<file path="src/rtl/sram_port_arbiter.sv">
// sram_port_arbiter: shares one single-port memory between instruction fetch and data
// access. Holds at most one transaction in flight. Data has priority, but fetch is
// granted after at most DATA_BURST_MAX consecutive data grants while it is waiting.
module sram_port_arbiter #(
    parameter int unsigned ADDR_WD        = 32,
    parameter int unsigned DATA_WD        = 32,
    parameter int unsigned DATA_BURST_MAX = 4
) (
    input  logic               clk,
    input  logic               rst,

    input  logic               inst_req,
    input  logic [ADDR_WD-1:0] inst_addr,
    output logic [DATA_WD-1:0] inst_rdata,
    output logic               inst_data_ok,

    input  logic               data_req,
    input  logic [3:0]         data_wen,
    input  logic [ADDR_WD-1:0] data_addr,
    input  logic [DATA_WD-1:0] data_wdata,
    output logic [DATA_WD-1:0] data_rdata,
    output logic               data_data_ok,

    output logic               mem_req,
    output logic [3:0]         mem_wen,
    output logic [ADDR_WD-1:0] mem_addr,
    output logic [DATA_WD-1:0] mem_wdata,
    input  logic               mem_addr_ok,
    input  logic               mem_data_ok,
    input  logic [DATA_WD-1:0] mem_rdata,

    output logic               stallreq_if,
    output logic               stallreq_ex
);

    typedef enum logic [1:0] {StIdle, StAddr, StData, StResp} state_e;
    typedef enum logic {OwnInst, OwnData} owner_e;

    localparam logic [3:0] BurstMax = 4'(DATA_BURST_MAX);

    state_e     state_q;
    owner_e     owner_q;
    logic [3:0] burst_q;

    logic grant_data;
    logic grant_inst;
    logic resp_fire;

    // Arbitration: data wins unless fetch has waited through a full data burst.
    assign grant_data = data_req && (!inst_req || (burst_q < BurstMax));
    assign grant_inst = !grant_data && inst_req;

    // Memory response that completes the current transaction this cycle.
    assign resp_fire = ((state_q == StAddr) && mem_addr_ok && mem_data_ok) ||
                       ((state_q == StData) && mem_data_ok);

    // Stall the pipeline stage until its own completion pulse.
    assign stallreq_if = inst_req & ~inst_data_ok;
    assign stallreq_ex = data_req & ~data_data_ok;

    // Transaction FSM with registered memory-side and requester-side outputs.
    always_ff @(posedge clk) begin
        if (!rst) begin
            state_q      <= StIdle;
            owner_q      <= OwnInst;
            burst_q      <= '0;
            mem_req      <= 1'b0;
            mem_wen      <= '0;
            mem_addr     <= '0;
            mem_wdata    <= '0;
            inst_rdata   <= '0;
            data_rdata   <= '0;
            inst_data_ok <= 1'b0;
            data_data_ok <= 1'b0;
        end else begin
            case (state_q)
                StIdle: begin
                    if (grant_data) begin
                        owner_q   <= OwnData;
                        mem_req   <= 1'b1;
                        mem_wen   <= data_wen;
                        mem_addr  <= data_addr;
                        mem_wdata <= data_wdata;
                        state_q   <= StAddr;
                        // Count only grants that made a waiting fetch wait longer.
                        if (inst_req) begin
                            burst_q <= (burst_q == 4'hF) ? burst_q : burst_q + 4'd1;
                        end else begin
                            burst_q <= '0;
                        end
                    end else if (grant_inst) begin
                        owner_q   <= OwnInst;
                        mem_req   <= 1'b1;
                        mem_wen   <= '0;
                        mem_addr  <= inst_addr;
                        mem_wdata <= '0;
                        state_q   <= StAddr;
                        burst_q   <= '0;
                    end
                end
                StAddr: begin
                    if (mem_addr_ok) begin
                        mem_req <= 1'b0;
                        state_q <= mem_data_ok ? StResp : StData;
                    end
                end
                StData: begin
                    if (mem_data_ok) begin
                        state_q <= StResp;
                    end
                end
                StResp: begin
                    // No arbitration here: requester gets a cycle to drop or replace req.
                    inst_data_ok <= 1'b0;
                    data_data_ok <= 1'b0;
                    state_q      <= StIdle;
                end
                default: state_q <= StIdle;
            endcase

            if (resp_fire) begin
                if (owner_q == OwnData) begin
                    data_rdata   <= mem_rdata;
                    data_data_ok <= 1'b1;
                end else begin
                    inst_rdata   <= mem_rdata;
                    inst_data_ok <= 1'b1;
                end
            end
        end
    end

endmodule

</file>
<file path="config.mk">
export PLATFORM = sky130hd
export DESIGN_NAME = sram_port_arbiter
export DESIGN_NICKNAME = d
export VERILOG_FILES = /design/src/rtl/sram_port_arbiter.sv
export SDC_FILE = /design/constraint.sdc
export NUM_CORES = 1
export LEC_CHECK = 0
export ABC_AREA = 1
export CELL_PAD_IN_SITES_DETAIL_PLACEMENT = 0
export CELL_PAD_IN_SITES_GLOBAL_PLACEMENT = 2
export CORE_MARGIN = 2
export CORE_UTILIZATION = 22
export DETAILED_ROUTE_END_ITERATION = 12
export PLACE_DENSITY_LB_ADDON = 0.08
export SLEW_MARGIN = 15
export SYNTH_ARGS = -nofsm -noshare
export SYNTH_HDL_FRONTEND = slang
export SYNTH_SLANG_ARGS = --single-unit
</file>
<file path="constraint.sdc">
create_clock -name clk -period 1.8 [get_ports clk]
set_clock_uncertainty 0.1 [all_clocks]
set_input_delay 0.54 -clock clk [delete_from_list [all_inputs] [get_ports clk]]
set_output_delay 0.54 -clock clk [all_outputs]
set_load 0.01 [all_outputs]
</file>
==> run_results.csv, run 1 <==
group,metric,value,unit
grt,antenna_found_initial,0,
logic_synthesis,ys_ff_latch,142,
worst_setup_path,worst-setup-path-type,"reg -> out",
worst_setup_path,worst-path-buf-inv,1,
drt,ant_nets,0,
layout,drive_gt1_share,8.11,%
drt,wire_per_inst,15.9,um
logic_synthesis,yosysSeqAreaShare,47.4,%
clock_network,numClockSinks,142,
floorplanning,die_w,169,um
place,place_congestion,0.737,
worst_setup_path,crit_slowest_cell,"dfxtp_1",
power,p_per_area,1280,nW/um^2
place,dp_cells,1396,
worst_setup_path,startpoint_type,"register",
clock_network,cts_hold_buf,0,
clock_network,cts.clk_slew.worst_paths,0.06,ns
clock_network,cts_max_level,4,
sta,period_needed,1.73,ns
worst_setup_path,cp_slowest_stage_delay,0.37,ns
floorplanning,rows,60,
worst_setup_path,worstPathRequired,1.16,ns
logic_synthesis,netlist.top_cell.by_area,"dfxtp_1",
clock_network,cts_buffers,17,
logic_synthesis,avgSynthCellArea,7.38,um^2
drt,dr.pass1.iters,5,
logic_synthesis,yosys-top-cells-area,"dfxtp_1, nand2_1, nand4_1",
floorplanning,io_pins,275,
drt,num_vias,6337,
sta,rsz0062_at_grt,"false",
layout,instances_no_fill,1426,
sta,max_slew_margin,81.2,%
worst_setup_path,worstPathMaxFanout,3,
place,io_buffers,274,
min_path,hp-class,"reg -> reg",
worst_setup_path,end_kind,"output pin",
power,vdd_drop_max,518,uV
logic_synthesis,ys_warn_count,0,
sta,max_freq,0.578,GHz
floorplanning,die_h,169,um
sta,fin_setup_tns,0,ns
sta,hold_violations,0,
worst_setup_path,path_delay_family,"flip-flops",
logic_synthesis,synth_flop_cell,"dfxtp_1",
floorplanning,core,26900,um^2
layout,final_nets,1217,
logic_synthesis,synth_cell_type_count,21,
place,hpwl,15400,um
logic_synthesis,ys_async_sr_fraction,0,%
run,maxCapViolations,0,
power,p_leak,4.44,nW
worst_setup_path,crit_chain,"dlygate4sd2_1",
logic_synthesis,synthesis.nets,957,
drt,wirelength,22600,um
floorplanning,fp.dieArea,28600,um^2
drt,drt_iter0_drc,318,
drt,viasPerCell,4.44,
status,status,"finished clean",
grt,grt_max_degree,50,
logic_synthesis,syn_area,6000,um^2
drt,drc,0,
grt,overflow,0,
floorplanning,initial_core_util,22.3,%
sta,drv_slew,0,
grt,grt_use_total,15.7,%
logic_synthesis,synth_cells,814,
clock_network,clock_latency,0.42,ns
layout,antenna_cells,0,
logic_synthesis,yosysTopAreaCellShare,47.4,%
logic_synthesis,yosysMostFrequentCell,"nand2_1",
sta,setup_viol,0,
layout,areaGrowthSynthToFinish,63.3,%
logic_synthesis,synth-edff-count,0,
worst_setup_path,arrival,1.09,ns
clock_network,cts-root-buf,"clkbuf_16",
sta,fin_crit_sh,96.2,%
clock_network,cts_buffer_depth,2,
sta,worst_pin_slew,0.282,ns
layout,fin_util,36.5,%
grt,grt_pass1_vias,6209,
grt,grt_pass1_wl,35400,um
clock_network,cts_tree,"done",
logic_synthesis,synthTopCellsByCount,"nand2_1, dfxtp_1, a21oi_1",
[final timing paths]
| check | startpoint | slack (ns) | depth (start not counted) | end |
|---|---|---|---|---|
| worst max-delay path | inst_data_ok | 0.07 | 1 | inst_data_ok |
| worst min-delay path | inst_rdata[28] | 0.35 | 2 | inst_rdata[28] |
| worst max register to register | state_q[0] | 0.18 | 8 | owner_q |
| worst min register to register | inst_rdata[28] | 0.35 | 2 | inst_rdata[28] |
[report_power, final]
group	switching, W	internal (W)
combinational	0.00274	0.00204
clock	0.00147	0.00218
sequential	0.000309	0.00376
[final cells by class]
| type | count | area, um^2 |
|---|---|---|
| fill | 2941 | 17100 |
| clock buffer | 18 | 429 |
| multi-input combinational | 549 | 2650 |
| inverter | 48 | 183 |
| sequential | 142 | 2840 |
| clock inverter | 12 | 163 |
| timing repair buffer | 316 | 3110 |
| tap | 341 | 427 |
[repair_timing]
item / 4_1_cts / 5_1_grt
resized for setup: 147 / 8
buffers inserted: 0 / 0
setup endpoints to repair: 137 / 95
[placed cells by master, fill, tap and decap left out, types with 4 or more instances in the layout]
cell type / n
a21oi_1: 108
buf_12: 18
buf_2: 4
buf_4: 22
clkbuf_16: 17
clkdlybuf4s50_1: 134
dfxtp_1: 142
dlygate4sd2_1: 135
ha_1: 5
inv_1: 45
nand2_1: 182
nand3_1: 72
nand4_1: 101
nor2_1: 69
[through the flow]
stage,cell area [um^2],worst slack [ns],total power (W),hold slack (ns)
detailed placement,9360,-0.802,0.00940,0.350
global route,9800,0.0102,0.0134,0.368
CTS,9780,-0.0692,0.0128,0.358
floorplan,6000,0.0640,0.00684,0.354
global placement,9360,-0.808,0.00942,0.346
finish,9800,0.0686,0.0125,0.354
[flip-flops by register name (all words and copies together) (netlist names), 2 cells and up]
name,flops
data_rdata,32
mem_wdata,32
state_q,2
mem_addr,32
mem_wen,4
burst_q,4
inst_rdata,32
[cell families (layout without fill, tap and decap cells)]
family	after synthesis	in the layout	share of synthesized area, %
and+or+nand+nor	432	432	33.2
DFF	142	142	47.4
buffers and inverters	123	394	8.84
AOI/OAI and AO/OA	112	112	9.57
adders and majority gates	5	5	1.04
[routing by layer]
layer  wire length [um]  vias to the layer above  global-route usage [%]
met4                269                        0                    4.61
met5                  0                        -                       0
met2              10200                      169                    24.9
met3               1610                       16                    4.83
met1              10600                     2892                    20.6
li1                   -                     3260                       -
Note: power is estimated with default switching activity, not from simulation.
==> run 2: changes to the inputs <==
- CORE_UTILIZATION: 22 -> 20
- clock period: 1.8 -> 1.4 ns (I/O delays scaled with it)
==> run 2 against run 1 <==
The run now ends with setup timing left; global-route usage up 0.27 points; combinational power rose by 140%; sequential share of layout area shrank 5.3 points; clock power is 30% higher; via count up 11%; register-to-register slack lost 0.33 ns; core utilization grew 7.3 points; die area rose by 9.8%; worst setup slack worse by 0.21 ns; first-iteration DRC count fell by 11%; wire length rose by 19%; clock-buffer cell count increased by 1; critical path type is now reg -> reg.
==> run_results.csv, run 2 (synthesis gave the netlist of run 1 again) <==
group,metric,value,unit
status,status,"complete, but fails checks",
power,seqPwrFrac,25.9,%
grt,grt_pass1_vias,6571,
floorplanning,core,29600,um^2
power,p_int,0.0140,W
worst_setup_path,crit_slowest_cell,"dfxtp_4",
clock_network,cts_buffers,17,
power,power_frac_clock,21.5,%
clock_network,cts-root-buf,"clkbuf_16",
drt,wirelength,26900,um
layout,final_cell_mix,"buf_6, clkdlybuf4s50_1, dfxtp_2",
place,hpwl,16600,um
run,maxCapViolations,0,
worst_setup_path,cp_slowest_stage_delay,0.36,ns
grt,grt_use_total,16.0,%
layout,drive_gt1_share,59.0,%
worst_setup_path,worstPathMaxFanout,5,
worst_setup_path,worst-path-buf-inv,5,
clock_network,numClockSinks,142,
power,vdd_drop_max,720,uV
power,p_sw_share,36.9,%
worst_setup_path,worstPathRequired,1.59,ns
power,switchingPower,0.00818,W
clock_network,cts_max_level,4,
place,place_congestion,0.692,
drt,drt_iter0_drc,284,
worst_setup_path,end_kind,"register",
sta,fin_crit_sh,110,%
grt,grt_pass1_wl,38800,um
worst_setup_path,arrival,1.74,ns
worst_setup_path,startpoint_type,"register",
drt,viasPerCell,4.44,
sta,fin_setup_tns,-12.32,ns
sta,setup_viol,194,
drt,ant_nets,0,
power,power_frac_comb,52.6,%
sta,drv_slew,0,
power,p_leak,5.45,nW
floorplanning,initial_core_util,20.3,%
layout,areaGrowthSynthToFinish,116,%
layout,instances_no_fill,1585,
floorplanning,die_h,177,um
power,p_per_area,1710,nW/um^2
sta,worst_pin_slew,0.336,ns
worst_setup_path,crit_chain,"inv_4, ha_4, inv_6, nor2_8, buf_12, clkinv_16, clkbuf_16, nand2_4, a21oi_2",
place,io_buffers,274,
worst_setup_path,path_delay_family,"buffers and inverters",
place,pre_cts_ws,-0.942,ns
sta,max_freq,0.647,GHz
grt,overflow,0,
floorplanning,rows,63,
clock_network,cts.clk_slew.worst_paths,0.06,ns
worst_setup_path,worst-setup-path-type,"reg -> reg",
sta,hold_violations,0,
grt,grt_max_degree,68,
grt,antenna_found_initial,1,
status,violations,"setup timing",
sta,rsz0062_at_grt,"true",
sta,max_slew_margin,77.6,%
drt,drc,0,
clock_network,cts_buffer_depth,2,
floorplanning,io_pins,275,
power,p_total,0.0222,W
layout,antenna_cells,0,
drt,num_vias,7032,
min_path,hp-class,"reg -> reg",
sta,period_needed,1.55,ns
floorplanning,fp.dieArea,31400,um^2
drt,dr.pass1.iters,5,
sta,fin_ws,-0.145,ns
layout,layout_commonest_cell,"buf_6",
layout,final_nets,1325,
drt,wire_per_inst,17.0,um
clock_network,clock_latency,0.42,ns
clock_network,cts_tree,"done",
place,dp_cells,1470,
layout,fillerInstances,2952,
floorplanning,die_w,177,um
## run 2: cell types whose count changed in the layout (fill, tap and decap cells not counted), sizes merged
cell,change
clkinv,+3
buf,+233
clkbuf,+9
nor2,+1
bufinv,-1
dlygate4sd2,-135
## run 2: worst paths after layout
kind            startpoint             to  slack, ns  cells after the start
max             state_q[0]   mem_wdata[8]      -0.15                      9
min          mem_wdata[31]  mem_wdata[31]       0.36                      2
max reg2reg     state_q[0]   mem_wdata[8]      -0.15                      9
min reg2reg  mem_wdata[31]  mem_wdata[31]       0.36                      2
## run 2: repair_timing
action | CTS | global route
hold buffers | 0 | 0
pin swaps | 38 | 93
cloned | 13 | 12
buffers inserted | 17 | 49
endpoints found under the setup margin | 279 | 276
gates resized for setup | 929 | 323
## run 2: tightest hold or removal path, cell delays in order (launching register included)
cell	delay, ns
dfxtp_2	0.34
nand2_4	0.05
a21oi_2	0.04
## run 2: power by group through the flow
stage / clock network, W / logic (W) / registers (W)
after floorplan: 0 / 0.00325 / 0.00567
after global placement: 0 / 0.00707 / 0.00535
after detailed placement: 0 / 0.00702 / 0.00536
after CTS: 0.00496 / 0.00956 / 0.00563
after global routing: 0.00510 / 0.0125 / 0.00585
final: 0.00476 / 0.0117 / 0.00575
## run 2: per-layer routing
metal | vias to the layer above | part of all wire, % | wire, um | GRT usage (%)
met5 | - | 0.037 | 10 | 0
met4 | 2 | 0.99 | 267 | 4.20
met3 | 16 | 8.3 | 2230 | 5.69
met2 | 207 | 46 | 12300 | 24.7
met1 | 3303 | 45 | 12100 | 21.0
li1 | 3504 | - | - | -
## run 2: final cells by class
cell class / instances / area, um^2 / share of cell area [%]
flip-flops and latches: 142 / 3070 / 23.7
repair buffers: 422 / 4720 / 36.4
clock buffers: 19 / 453 / 3.50
inverters: 48 / 221 / 1.71
well taps: 390 / 488 / 3.77
clock inverters: 13 / 155 / 1.20
multi-input cells: 550 / 3830 / 29.6
repair inverters: 1 / 16.3 / 0.126
## run 2: per-stage QoR
stage          hold slack, ns  cell area [um^2]  util, %
2_1_floorplan           0.354              6050        -
3_3_place_gp            0.343              9610     32.5
3_5_place_dp            0.347              9610     32.5
4_1_cts                 0.362             11300     38.3
5_1_grt                 0.369             12900     43.8
6_report                0.357             12900     43.8
